## config.mk

```make
export PLATFORM = sky130hd
export DESIGN_NAME = regfile_writeback
export DESIGN_NICKNAME = d
export VERILOG_FILES = /design/src/rtl/regfile_writeback_pkg.sv /design/src/rtl/regfile_writeback_lq_fifo.sv /design/src/rtl/regfile_writeback.sv
export SDC_FILE = /design/constraint.sdc
export NUM_CORES = 1
export LEC_CHECK = 0
export ABC_CLOCK_PERIOD_IN_PS = 4400
export CORE_MARGIN = 3
export CORE_UTILIZATION = 46
export DETAILED_ROUTE_END_ITERATION = 10
export PLACE_DENSITY = 0.84
export SKIP_CTS_REPAIR_TIMING = 1
export SYNTH_ARGS = -nofsm -noshare
export SYNTH_HDL_FRONTEND = slang
export SYNTH_SLANG_ARGS = --single-unit
```

## constraint.sdc

```tcl
create_clock -name cpu_clk -period 4.4 [get_ports cpu_clk]
set_input_delay 1.32 -clock cpu_clk [delete_from_list [all_inputs] [get_ports cpu_clk]]
set_output_delay 1.32 -clock cpu_clk [all_outputs]
set_load 0.005 [all_outputs]
```

## src/rtl/regfile_writeback_pkg.sv

```systemverilog
// Shared definitions for the register-file write-side controller:
// forward-code bit positions, write-port source encoding and queue sizing helpers.
package regfile_writeback_pkg;

  localparam int FORWARD_COLLISION_IN_ID = 0;
  localparam int FORWARD_PENDING_LONG    = 1;
  localparam int FORWARD_SRC_LONG        = 2;
  localparam int FORWARD_CODE_WIDTH      = 3;

  typedef enum logic [1:0] {
    WR_SRC_NONE,
    WR_SRC_PIPE,
    WR_SRC_QUEUE,
    WR_SRC_THROUGH
  } wr_src_t;

  function automatic logic is_long_src(input wr_src_t src);
    return (src == WR_SRC_QUEUE) || (src == WR_SRC_THROUGH);
  endfunction

  function automatic int lq_count_width(input int depth);
    return $clog2(depth + 1);
  endfunction

  function automatic int lq_ptr_width(input int depth);
    return (depth > 1) ? $clog2(depth) : 1;
  endfunction

endpackage

```

## src/rtl/regfile_writeback_lq_fifo.sv

```systemverilog
// Small synchronous FIFO holding long-latency completions until the write port is free.
// Storage is not reset; only the pointers and occupancy count are.
module wb_lq_fifo
  import regfile_writeback_pkg::*;
#(
  parameter int WIDTH = 37,
  parameter int DEPTH = 2
) (
  input  logic                               cpu_clk,
  input  logic                               cpu_rst_n,
  input  logic                               push,
  input  logic [WIDTH-1:0]                   push_data,
  input  logic                               pop,
  output logic [WIDTH-1:0]                   head,
  output logic [lq_count_width(DEPTH)-1:0]   count,
  output logic                               full
);

  localparam int PTR_W = lq_ptr_width(DEPTH);
  localparam int CNT_W = lq_count_width(DEPTH);

  logic [WIDTH-1:0] mem [DEPTH];
  logic [PTR_W-1:0] rd_ptr;
  logic [PTR_W-1:0] wr_ptr;

  function automatic logic [PTR_W-1:0] ptr_next(input logic [PTR_W-1:0] p);
    return (p == PTR_W'(DEPTH - 1)) ? '0 : p + 1'b1;
  endfunction

  always_ff @(posedge cpu_clk or negedge cpu_rst_n) begin
    if (!cpu_rst_n) begin
      rd_ptr <= '0;
      wr_ptr <= '0;
      count  <= '0;
    end else begin
      if (push) wr_ptr <= ptr_next(wr_ptr);
      if (pop)  rd_ptr <= ptr_next(rd_ptr);
      case ({push, pop})
        2'b10:   count <= count + 1'b1;
        2'b01:   count <= count - 1'b1;
        default: count <= count;
      endcase
    end
  end

  always_ff @(posedge cpu_clk) begin
    if (push) mem[wr_ptr] <= push_data;
  end

  assign head = mem[rd_ptr];
  assign full = (count == CNT_W'(DEPTH));

endmodule

```

## src/rtl/regfile_writeback.sv

```systemverilog
// Write-side controller: arbitrates pipeline writeback and long-latency completions onto
// the single register-file write port, and tracks outstanding long-latency destinations.
module regfile_writeback
  import regfile_writeback_pkg::*;
#(
  parameter int REGISTER_WIDTH      = 32,
  parameter int REGISTER_ADDR_WIDTH = 5,
  parameter int LQ_DEPTH            = 2
) (
  input  logic                           cpu_clk,
  input  logic                           cpu_rst_n,
  input  logic                           wb_valid,
  input  logic [REGISTER_ADDR_WIDTH-1:0] wb_addr,
  input  logic [REGISTER_WIDTH-1:0]      wb_data,
  input  logic                           lu_issue,
  input  logic [REGISTER_ADDR_WIDTH-1:0] lu_issue_addr,
  input  logic                           lu_valid,
  output logic                           lu_ready,
  input  logic [REGISTER_ADDR_WIDTH-1:0] lu_addr,
  input  logic [REGISTER_WIDTH-1:0]      lu_data,
  input  logic [REGISTER_ADDR_WIDTH-1:0] rs1_addr,
  input  logic [REGISTER_ADDR_WIDTH-1:0] rs2_addr,
  output logic [2:0]                     forward_detect_rs1,
  output logic [2:0]                     forward_detect_rs2,
  output logic                           we,
  output logic [REGISTER_ADDR_WIDTH-1:0] wd_addr,
  output logic [REGISTER_WIDTH-1:0]      wd_data
);

  localparam int NUM_REGS = 1 << REGISTER_ADDR_WIDTH;
  localparam int ENTRY_W  = REGISTER_ADDR_WIDTH + REGISTER_WIDTH;
  localparam int CNT_W    = lq_count_width(LQ_DEPTH);

  logic [ENTRY_W-1:0]             lq_head;
  logic [CNT_W-1:0]               lq_count;
  logic                           lq_full;
  logic                           lq_empty;
  logic                           lq_push;
  logic                           lq_pop;
  logic [REGISTER_ADDR_WIDTH-1:0] head_addr;
  logic [REGISTER_WIDTH-1:0]      head_data;

  wr_src_t                        wr_src;
  logic [REGISTER_ADDR_WIDTH-1:0] sel_addr;
  logic [REGISTER_WIDTH-1:0]      sel_data;
  logic                           long_write;
  logic                           wb_write;
  logic                           lu_live;

  logic [NUM_REGS-1:0]            pending;
  logic [NUM_REGS-1:0]            pending_next;

  assign head_addr = lq_head[ENTRY_W-1 -: REGISTER_ADDR_WIDTH];
  assign head_data = lq_head[REGISTER_WIDTH-1:0];
  assign lq_empty  = (lq_count == '0);

  assign wb_write  = wb_valid && (wb_addr != '0);
  assign lu_live   = lu_valid && (lu_addr != '0);
  assign lu_ready  = cpu_rst_n && !lq_full;

  // Pipeline wins, then the oldest queued completion, then a write-through of a fresh one.
  always_comb begin
    wr_src   = WR_SRC_NONE;
    sel_addr = '0;
    sel_data = '0;
    if (wb_write) begin
      wr_src   = WR_SRC_PIPE;
      sel_addr = wb_addr;
      sel_data = wb_data;
    end else if (!lq_empty) begin
      wr_src   = WR_SRC_QUEUE;
      sel_addr = head_addr;
      sel_data = head_data;
    end else if (lu_live) begin
      wr_src   = WR_SRC_THROUGH;
      sel_addr = lu_addr;
      sel_data = lu_data;
    end
  end

  assign long_write = is_long_src(wr_src);
  assign lq_pop     = (wr_src == WR_SRC_QUEUE);
  // Completions to x0 are accepted but never stored.
  assign lq_push    = lu_live && lu_ready && (wr_src != WR_SRC_THROUGH);

  assign we      = cpu_rst_n && (wr_src != WR_SRC_NONE);
  assign wd_addr = cpu_rst_n ? sel_addr : '0;
  assign wd_data = cpu_rst_n ? sel_data : '0;

  wb_lq_fifo #(
    .WIDTH (ENTRY_W),
    .DEPTH (LQ_DEPTH)
  ) u_lq (
    .cpu_clk   (cpu_clk),
    .cpu_rst_n (cpu_rst_n),
    .push      (lq_push),
    .push_data ({lu_addr, lu_data}),
    .pop       (lq_pop),
    .head      (lq_head),
    .count     (lq_count),
    .full      (lq_full)
  );

  // Clear is applied before set so a re-issue in the draining cycle keeps the bit.
  always_comb begin
    pending_next = pending;
    if (long_write) pending_next[sel_addr] = 1'b0;
    if (lu_issue && (lu_issue_addr != '0)) pending_next[lu_issue_addr] = 1'b1;
    pending_next[0] = 1'b0;
  end

  always_ff @(posedge cpu_clk or negedge cpu_rst_n) begin
    if (!cpu_rst_n) pending <= '0;
    else            pending <= pending_next;
  end

  function automatic logic [FORWARD_CODE_WIDTH-1:0] forward_code(
    input logic [REGISTER_ADDR_WIDTH-1:0] rs,
    input logic                           pend_bit,
    input logic                           port_we,
    input logic [REGISTER_ADDR_WIDTH-1:0] port_addr,
    input logic                           port_long
  );
    logic [FORWARD_CODE_WIDTH-1:0] code;
    code = '0;
    code[FORWARD_COLLISION_IN_ID] = port_we && (port_addr == rs) && (rs != '0);
    code[FORWARD_PENDING_LONG]    = pend_bit && !(port_long && (port_addr == rs));
    code[FORWARD_SRC_LONG]        = code[FORWARD_COLLISION_IN_ID] && port_long;
    return code;
  endfunction

  assign forward_detect_rs1 = forward_code(rs1_addr, pending[rs1_addr], we, wd_addr, long_write);
  assign forward_detect_rs2 = forward_code(rs2_addr, pending[rs2_addr], we, wd_addr, long_write);

  // Issuing-side protocol checks; an issue to an address drained this same cycle is legal.
  a_issue_not_pending: assert property (@(posedge cpu_clk) disable iff (!cpu_rst_n)
    (lu_issue && (lu_issue_addr != '0) && !(long_write && (sel_addr == lu_issue_addr)))
      |-> !pending[lu_issue_addr]);

  a_wb_not_pending: assert property (@(posedge cpu_clk) disable iff (!cpu_rst_n)
    wb_write |-> !pending[wb_addr]);

  a_lu_is_pending: assert property (@(posedge cpu_clk) disable iff (!cpu_rst_n)
    (lu_live && lu_ready) |-> pending[lu_addr]);

endmodule

```

==> results of run 1 <==
[report_power, final]
part	switching, mW	internal, mW
clock network	0.385	0.455
logic	0.997	1.01
registers	0.170	1.36
total	1.55	2.82
[synthesized netlist by cell type, drive strengths merged (4+ instances only)]
cell    number  area (µm²)
o21ai       67         335
edfxtp      74        2220
nor3        34         175
a221oi      35         307
inv         10        37.5
mux4        18         405
or3          4        30.0
nand3b       6        45.0
xnor2        4        35.0
nand2       13        51.3
mux2i        4        40.0
clkbuf      24        90.1
buf         10        58.8
nand3       18         110
nand4        4        25.0
mux2        37         417
a21oi        5        25.0
dfrtp       35         876
nor2        59         221
[metal layers]
metal | vias to the layer above | GRT usage [%] | part of all wire, % | routed length (µm)
met5 | - | 0 | 0 | 0
met4 | 0 | 8.09 | 3.0 | 594
met3 | 49 | 4.76 | 6.9 | 1400
met2 | 313 | 40.3 | 51 | 10300
met1 | 2801 | 30.3 | 39 | 7840
li1 | 2461 | - | - | -
[critical path, stage by stage]
cell	delay (ns)
buf_6	0.09
or3_4	0.41
o31a_1	0.34
buf_6	0.14
o31a_1	0.31
o22ai_2	0.21
a21oi_1	0.09
o31a_1	0.31
buf_2	0.14
[final cells by class]
cell class | instances | area (µm²) | share of cell area [%]
clock buffer | 10 | 229 | 2.51
clock inverter | 6 | 76.3 | 0.838
inverter | 10 | 37.5 | 0.412
multi-input combinational | 359 | 3220 | 35.4
sequential | 109 | 3100 | 34.0
tap | 172 | 215 | 2.36
timing repair buffer | 241 | 2230 | 24.5
[path summary, 6_finish.rpt]
| path | from | to | slack (ns) | depth (start not counted) |
|---|---|---|---|---|
| hold reg to reg | pending[21]$_DFF_PN0_ | pending[21]$_DFF_PN0_ | 0.52 | 2 |
| hold / removal | pending[21]$_DFF_PN0_ | pending[21]$_DFF_PN0_ | 0.52 | 2 |
| setup reg to reg | u_lq.count[0]$_DFFE_PN0P_ | pending[16]$_DFF_PN0_ | 1.60 | 7 |
| min in group asynchronous | cpu_rst_n | pending[4]$_DFF_PN0_ | 1.04 | 2 |
| max in group asynchronous | cpu_rst_n | pending[1]$_DFF_PN0_ | 2.94 | 2 |
| setup / recovery | wb_addr[4] | forward_detect_rs1[1] | -0.27 | 9 |
[per-stage QoR]
stage | cells | hold WS [ns]
2_1_floorplan | 512 | 0.468
3_3_place_gp | 861 | 0.492
3_5_place_dp | 861 | 0.509
4_1_cts | 877 | 0.524
5_1_grt | 907 | 0.553
6_report | 907 | 0.523
[cell families after synthesis]
logic type	after synthesis	synth area share, %
mux	59	14.4
xor+xnor	5	0.732
compound gates	135	16.0
flops	109	51.8
fa+ha+maj	1	0.209
buf+inv	44	3.12
simple gates	159	13.8
[registers in the layout (all words and copies together) (netlist names)]
signal and flops:
u_lq.rd_ptr 1, u_lq.mem 74, u_lq.wr_ptr 1, pending 31, u_lq.count 2
==> results.ini, run 1 <==
[outcome]
status=finished with violations
failed_checks=setup timing

[timing]
max_freq_mhz=214
fin_crit_ns=4.67
timing.final.ws_setup_ns=-0.272
finalClockSkew_ns=0.0134
tightest_slew_ns=0.732
tns_ns=-3.89
setup_viol_count_final=38
fin_crit_sh_pct=106
rsz0062_at_grt=true
worst_slew_margin_rel_pct=51.2
final_hold_viol_count=0
slew_viol_final=0

[logic_synthesis]
synth_edf_count=74
synth.distinct_cells=64
ys.warnings.count=0
syn_area_um2=5980
ys_ff_latch=109
syn-num-nets=607
async_flop_share_pct=32.1
syn_avg_cell_area_um2=11.7
yosys_most_used_dff=edfxtp_1
yosysSeqAreaShare_pct=51.8
postSynthCellCount=512

[final_layout]
fillers=805
finalNetCount=825
final_cell_mix=clkdlybuf4s50_1 (77), edfxtp_1 (74), buf_4 (69)
diodes=0
stdcell_area_um2=9110
final_common_cell=clkdlybuf4s50_1
finalCoreUtilization_pct=71.9
syn2layout_area_growth_pct=52.3
drive_gt1_share_pct=41.0

[die]
ioPinCount=139
die_h_um=120
coreArea_um2=12700
die-area_um2=14400
floorplan.initialDensity_pct=47.2
die_w_um=120
num_rows=41

[worst_setup_path]
worstPathRequired_ns=3.08
path_class=input pin to output pin
worstSetupEndpointType=output pin
arrival_ns=3.35
crit_fanout=4
worst_setup_path_start_kind=input pin

[pwr]
ir_worst_vdd_uv=268
p_per_area_nw_per_um2=480
total_power_mw=4.37
p_leak_nw=3.56

[cts]
cts_inserted_buffers=9
clock_sinks=109
clock_latency_ns=0.35
htreeDepth=3
cts_max_path_buffers=2
cts_tree=done
clk_pin_slew_worst_paths_ns=0.07
cts_root_buf=clkbuf_16

[drt]
dr.pass1.iters=5
routed_wl_mm=20.1
via_count=5624
via_per_inst=6.20
wl_per_cell_um=22.2
drtAntennaViolNets=0
drt-initial-drc-count=390
drc_errors=0

[grt]
grtUsageTotal_pct=23.7
grt_antenna_before_repair=0
overflow=0
first_global_vias=5350
grt_pass1_wl_mm=27.3
grt_start_max_net_pins=38

[placement]
gp_congestion=0.923
pre_cts_ws_ns=-0.910
portBuffers=138
placed_area_um2=8030
hpwl_mm=12.8

[worst_hold_path]
holdCritPathClass=flip-flop to flip-flop

[flow_run]
drv_cap=0

Power figures use the tool's default switching activity.
==> run 2, diff against run 1 <==
--- a/config.mk
+++ b/config.mk
@@ -9,6 +9,7 @@
 export CORE_MARGIN = 3
 export CORE_UTILIZATION = 46
 export DETAILED_ROUTE_END_ITERATION = 10
+export MAX_ROUTING_LAYER = met4
 export PLACE_DENSITY = 0.84
 export SKIP_CTS_REPAIR_TIMING = 1
 export SYNTH_ARGS = -nofsm -noshare
==> results.ini, run 2 (synthesis gave the netlist of run 1 again) <==
[drt]
via_per_inst=6.13
wl_per_cell_um=22.4
drt-initial-drc-count=456
drc_errors=0
drtAntennaViolNets=0
routed_wl_mm=20.2
via_count=5518
dr.pass1.iters=5

[cts]
clock_sinks=109
cts_max_path_buffers=2
cts_tree=done
cts_inserted_buffers=9
htreeDepth=3
clock_latency_ns=0.35
clk_pin_slew_worst_paths_ns=0.07
cts_root_buf=clkbuf_16

[worst_setup_path]
arrival_ns=3.41
cp_slowest_cell=clkdlybuf4s50_1
worstPathRequired_ns=3.08
cp_cell_sequence=clkdlybuf4s50_1 > o21ai_4 > buf_4 > buf_4 > a21o_1 > a311oi_2 > and3_4 > nor4b_4 > buf_2
cp_top_family=buffers and inverters
worst_setup_path_start_kind=input pin
regToRegSetupSlack_ns=1.57
slowest_delay_ns=0.61
reg2reg_depth=7
path_class=input pin to output pin
worstSetupEndpointType=output pin
crit_buf_inv=4
crit_fanout=3
cp.depth=9
crit_top_cell=buf_4

[placement]
hpwl_mm=12.7
portBuffers=138
gp_congestion=0.987
placed_area_um2=8030

[grt]
overflow=0
grtUsageTotal_pct=24.3
grt_pass1_wl_mm=27.0
grt_start_max_net_pins=36
first_global_vias=5229
grt_antenna_before_repair=0

[timing]
fin_crit_ns=4.73
timing.final.ws_setup_ns=-0.334
rsz0062_at_grt=true
fin_crit_sh_pct=108
finalClockSkew_ns=0.00766
tns_ns=-2.78
setup_viol_count_final=37
worst_slew_margin_rel_pct=50.1
final_hold_viol_count=0
slew_viol_final=0
tightest_slew_ns=0.748
max_freq_mhz=211

[die]
die-area_um2=14400
coreArea_um2=12700
ioPinCount=139
die_w_um=120
die_h_um=120
floorplan.initialDensity_pct=47.2
num_rows=41

[pwr]
pwr-share-comb_pct=45.8
swShare_pct=36.2
power.share.clock_pct=18.5
intPower_mw=2.73
p_sw_mw=1.55
ir_worst_vdd_uv=251
seq_power_share_pct=35.7
p_leak_nw=3.46
p_per_area_nw_per_um2=478

[final_layout]
largest_reg_flops=74
diodes=0
finalNetCount=818
finalCoreUtilization_pct=70.6
regMostFlops=u_lq.mem
syn2layout_area_growth_pct=49.6
stdcell_area_um2=8950
final_common_cell=clkdlybuf4s50_1
final_cell_mix=clkdlybuf4s50_1 (82), edfxtp_1 (74), buf_4 (73)
top_regs=u_lq.mem: 74 flops, pending: 31 flops, u_lq.count: 2 flops
drive_gt1_share_pct=39.8

[worst_hold_path]
holdCritPathClass=flip-flop to flip-flop
hold_depth=2

[flow_run]
drv_cap=0

[outcome]
status=finished with violations
failed_checks=setup timing

## run 2: changes by cell type in the layout (fill, tap and decap cells not counted), sizes merged
cell           delta
bufinv            -1
clkbuf            +4
dlymetal6s2s      -4
clkinv            +1
buf              -12
clkdlybuf4s50     +5
## run 2: power groups by stage
stage	sequential, mW	clock, mW	combinational [mW]
3_3_place_gp	1.52	0	1.58
4_1_cts	1.51	0.793	1.63
3_5_place_dp	1.53	0	1.62
2_1_floorplan	1.47	0	1.02
5_1_grt	1.55	0.846	2.07
6_report	1.53	0.791	1.96
## run 2: final timing paths
kind,start,end
worst max-delay path,lu_addr[4],forward_detect_rs2[2]
worst min-delay path,pending[22]$_DFF_PN0_,pending[22]$_DFF_PN0_
worst max register to register,u_lq.count[0]$_DFFE_PN0P_,pending[28]$_DFF_PN0_
worst min register to register,pending[22]$_DFF_PN0_,pending[22]$_DFF_PN0_
max in group asynchronous,cpu_rst_n,pending[5]$_DFF_PN0_
min in group asynchronous,cpu_rst_n,u_lq.count[0]$_DFFE_PN0P_
## run 2: routing by layer
metal	up-vias	global-route usage [%]	wire length (µm)
met5	-	-	0
met4	0	9.81	804
met3	62	4.19	1470
met2	288	39.4	10300
met1	2723	30.4	7620
li1	2445	-	-
## run 2: worst min-delay path, cell delays in order, from the launching register on
cell     delay [ns]
dfrtp_1        0.36
o21ai_1        0.07
o21ai_0        0.07
## run 2: cell type report
class,count,area (µm²)
fillers,876,3720
multi-input cells,359,3200
flip-flops and latches,109,3100
repair buffers,234,2110
clock buffers,10,229
well taps,172,215
clock inverters,6,60.1
inverters,10,37.5
## run 2: stage by stage
stage               hold slack [ns]  cells  total power [mW]  setup slack [ns]
CTS                           0.526    877              3.93            -0.964
finish                        0.526    900              4.27            -0.334
global placement              0.494    861              3.09            -0.832
detailed placement            0.510    861              3.15            -0.958
global route                  0.562    900              4.47            -0.388
floorplan                     0.468    512              2.48           0.00356
==> run 3, diff against run 2 <==
--- a/config.mk
+++ b/config.mk
@@ -9,8 +9,10 @@
 export CORE_MARGIN = 3
 export CORE_UTILIZATION = 46
 export DETAILED_ROUTE_END_ITERATION = 10
+export HOLD_SLACK_MARGIN = 0.08
 export MAX_ROUTING_LAYER = met4
 export PLACE_DENSITY = 0.84
+export SETUP_SLACK_MARGIN = 0.1
 export SKIP_CTS_REPAIR_TIMING = 1
 export SYNTH_ARGS = -nofsm -noshare
 export SYNTH_HDL_FRONTEND = slang
==> results.ini, run 3 (synthesis gave the netlist of run 1 again) <==
[outcome]
status=finished with violations
failed_checks=setup timing

[final_layout]
largest_reg_flops=74
diodes=0
stdcell_area_um2=9290
syn2layout_area_growth_pct=55.3
fin_cells=908
drive_gt1_share_pct=41.7
top_regs=u_lq.mem: 74 flops, pending: 31 flops, u_lq.count: 2 flops
final_common_cell=clkdlybuf4s50_1
regMostFlops=u_lq.mem
finalCoreUtilization_pct=73.3
final_cell_mix=clkdlybuf4s50_1 (78), edfxtp_1 (74), buf_4 (69)
finalNetCount=826

[die]
ioPinCount=139
die_w_um=120
die-area_um2=14400
num_rows=41
floorplan.initialDensity_pct=47.2
die_h_um=120
coreArea_um2=12700

[placement]
placed_area_um2=8030
hpwl_mm=13.3
gp_congestion=0.934
pre_cts_ws_ns=-0.836
numPlacedInstances=856
portBuffers=138

[timing]
holdWs_ns=0.532
worst_slew_margin_rel_pct=47.0
tightest_slew_ns=0.795
slew_viol_final=0
fin_crit_sh_pct=105
final_hold_viol_count=0
fin_crit_ns=4.62
finalClockSkew_ns=0.00655
timing.final.ws_setup_ns=-0.220
rsz0062_at_grt=true
setup_viol_count_final=14
max_freq_mhz=216

[worst_setup_path]
slowest_delay_ns=0.41
r2r-end=pending[25]$_DFF_PN0_
arrival_ns=3.30
crit_fanout=5
worstPathRequired_ns=3.08
reg2reg_depth=8
cp_top_family=compound AO/OA/AOI/OAI gates
crit_buf_inv=3
r2r_start=u_lq.count[0]$_DFFE_PN0P_
cp_cell_sequence=buf_6 > or3_4 > o31a_1 > o31a_1 > o22ai_2 > o211ai_1 > buf_4 > nor3_2 > buf_2
cp_slowest_cell=or3_4
worst_setup_path_start_kind=input pin
crit_top_cell=o31a_1
worstSetupEndpointType=output pin
regToRegSetupSlack_ns=1.82
path_class=input pin to output pin

[pwr]
swShare_pct=36.3
p_sw_mw=1.58
power.share.clock_pct=17.4
p_per_area_nw_per_um2=468
p_leak_nw=3.60
pwr-share-comb_pct=47.5
intPower_mw=2.77
ir_worst_vdd_uv=254
seq_power_share_pct=35.1

[drt]
via_count=5650
via_per_inst=6.22
dr.pass1.iters=4
wl_per_cell_um=23.3
drt-initial-drc-count=576
routed_wl_mm=21.1
drtAntennaViolNets=0
drc_errors=0

[worst_hold_path]
holdCritPathClass=flip-flop to flip-flop
min_to=pending[12]$_DFF_PN0_
hold_depth=2
min-delay-start=pending[12]$_DFF_PN0_

[cts]
htreeDepth=3
clk_pin_slew_worst_paths_ns=0.07
clock_latency_ns=0.36
cts_root_buf=clkbuf_16
cts_tree=done
clock_sinks=109
cts_inserted_buffers=9
cts_max_path_buffers=2

[grt]
grtUsageTotal_pct=25.8
first_global_vias=5430
grt_pass1_wl_mm=28.5
grt_start_max_net_pins=37
overflow=0
grt_antenna_before_repair=0

[flow_run]
drv_cap=0

## run 3: worst max path at each step
stage	slack [ns]	to	from	cells after the start
4_1_cts	-0.85	forward_detect_rs2[2]	wb_addr[2]	9
6_report	-0.22	forward_detect_rs1[2]	wb_addr[4]	9
3_3_place_gp	-0.84	forward_detect_rs2[2]	wb_addr[2]	8
3_5_place_dp	-0.84	forward_detect_rs2[2]	wb_addr[2]	7
2_1_floorplan	0.10	forward_detect_rs1[1]	rs1_addr[1]	5
5_1_grt	-0.28	forward_detect_rs1[2]	wb_addr[4]	9
## run 3: power by group through the flow
stage | clock [mW] | combinational, mW | sequential [mW]
6_report | 0.756 | 2.06 | 1.53
5_1_grt | 0.811 | 2.19 | 1.55
4_1_cts | 0.760 | 1.65 | 1.51
3_5_place_dp | 0 | 1.64 | 1.53
3_3_place_gp | 0 | 1.59 | 1.50
2_1_floorplan | 0 | 1.02 | 1.47
## run 3: metal layers
layer / vias up / share of wire, % / global-route usage, %
met3: 54 / 7.4 / 4.62
met2: 293 / 51 / 43.4
met5: - / 0 / -
met1: 2843 / 39 / 31.8
met4: 0 / 2.5 / 8.66
li1: 2460 / - / -
## run 3: tightest hold or removal path: stages, from the launching register on
cell	delay, ns
dfrtp_1	0.36
o21ai_1	0.07
o21ai_1	0.06
## run 3: cell type report
type,count,area (µm²)
Sequential cell,109,3100
Tap cell,172,215
Multi-Input combinational cell,359,3350
Fill cell,818,3380
Clock inverter,4,33.8
Timing Repair Buffer,242,2320
Inverter,10,37.5
Clock buffer,12,236
## run 3: through the flow
stage / TNS (ns) / power [mW]
5_1_grt: -2.75 / 4.55
2_1_floorplan: 0 / 2.48
6_report: -1.54 / 4.35
3_5_place_dp: -29.91 / 3.17
3_3_place_gp: -29.44 / 3.09
4_1_cts: -30.45 / 3.92
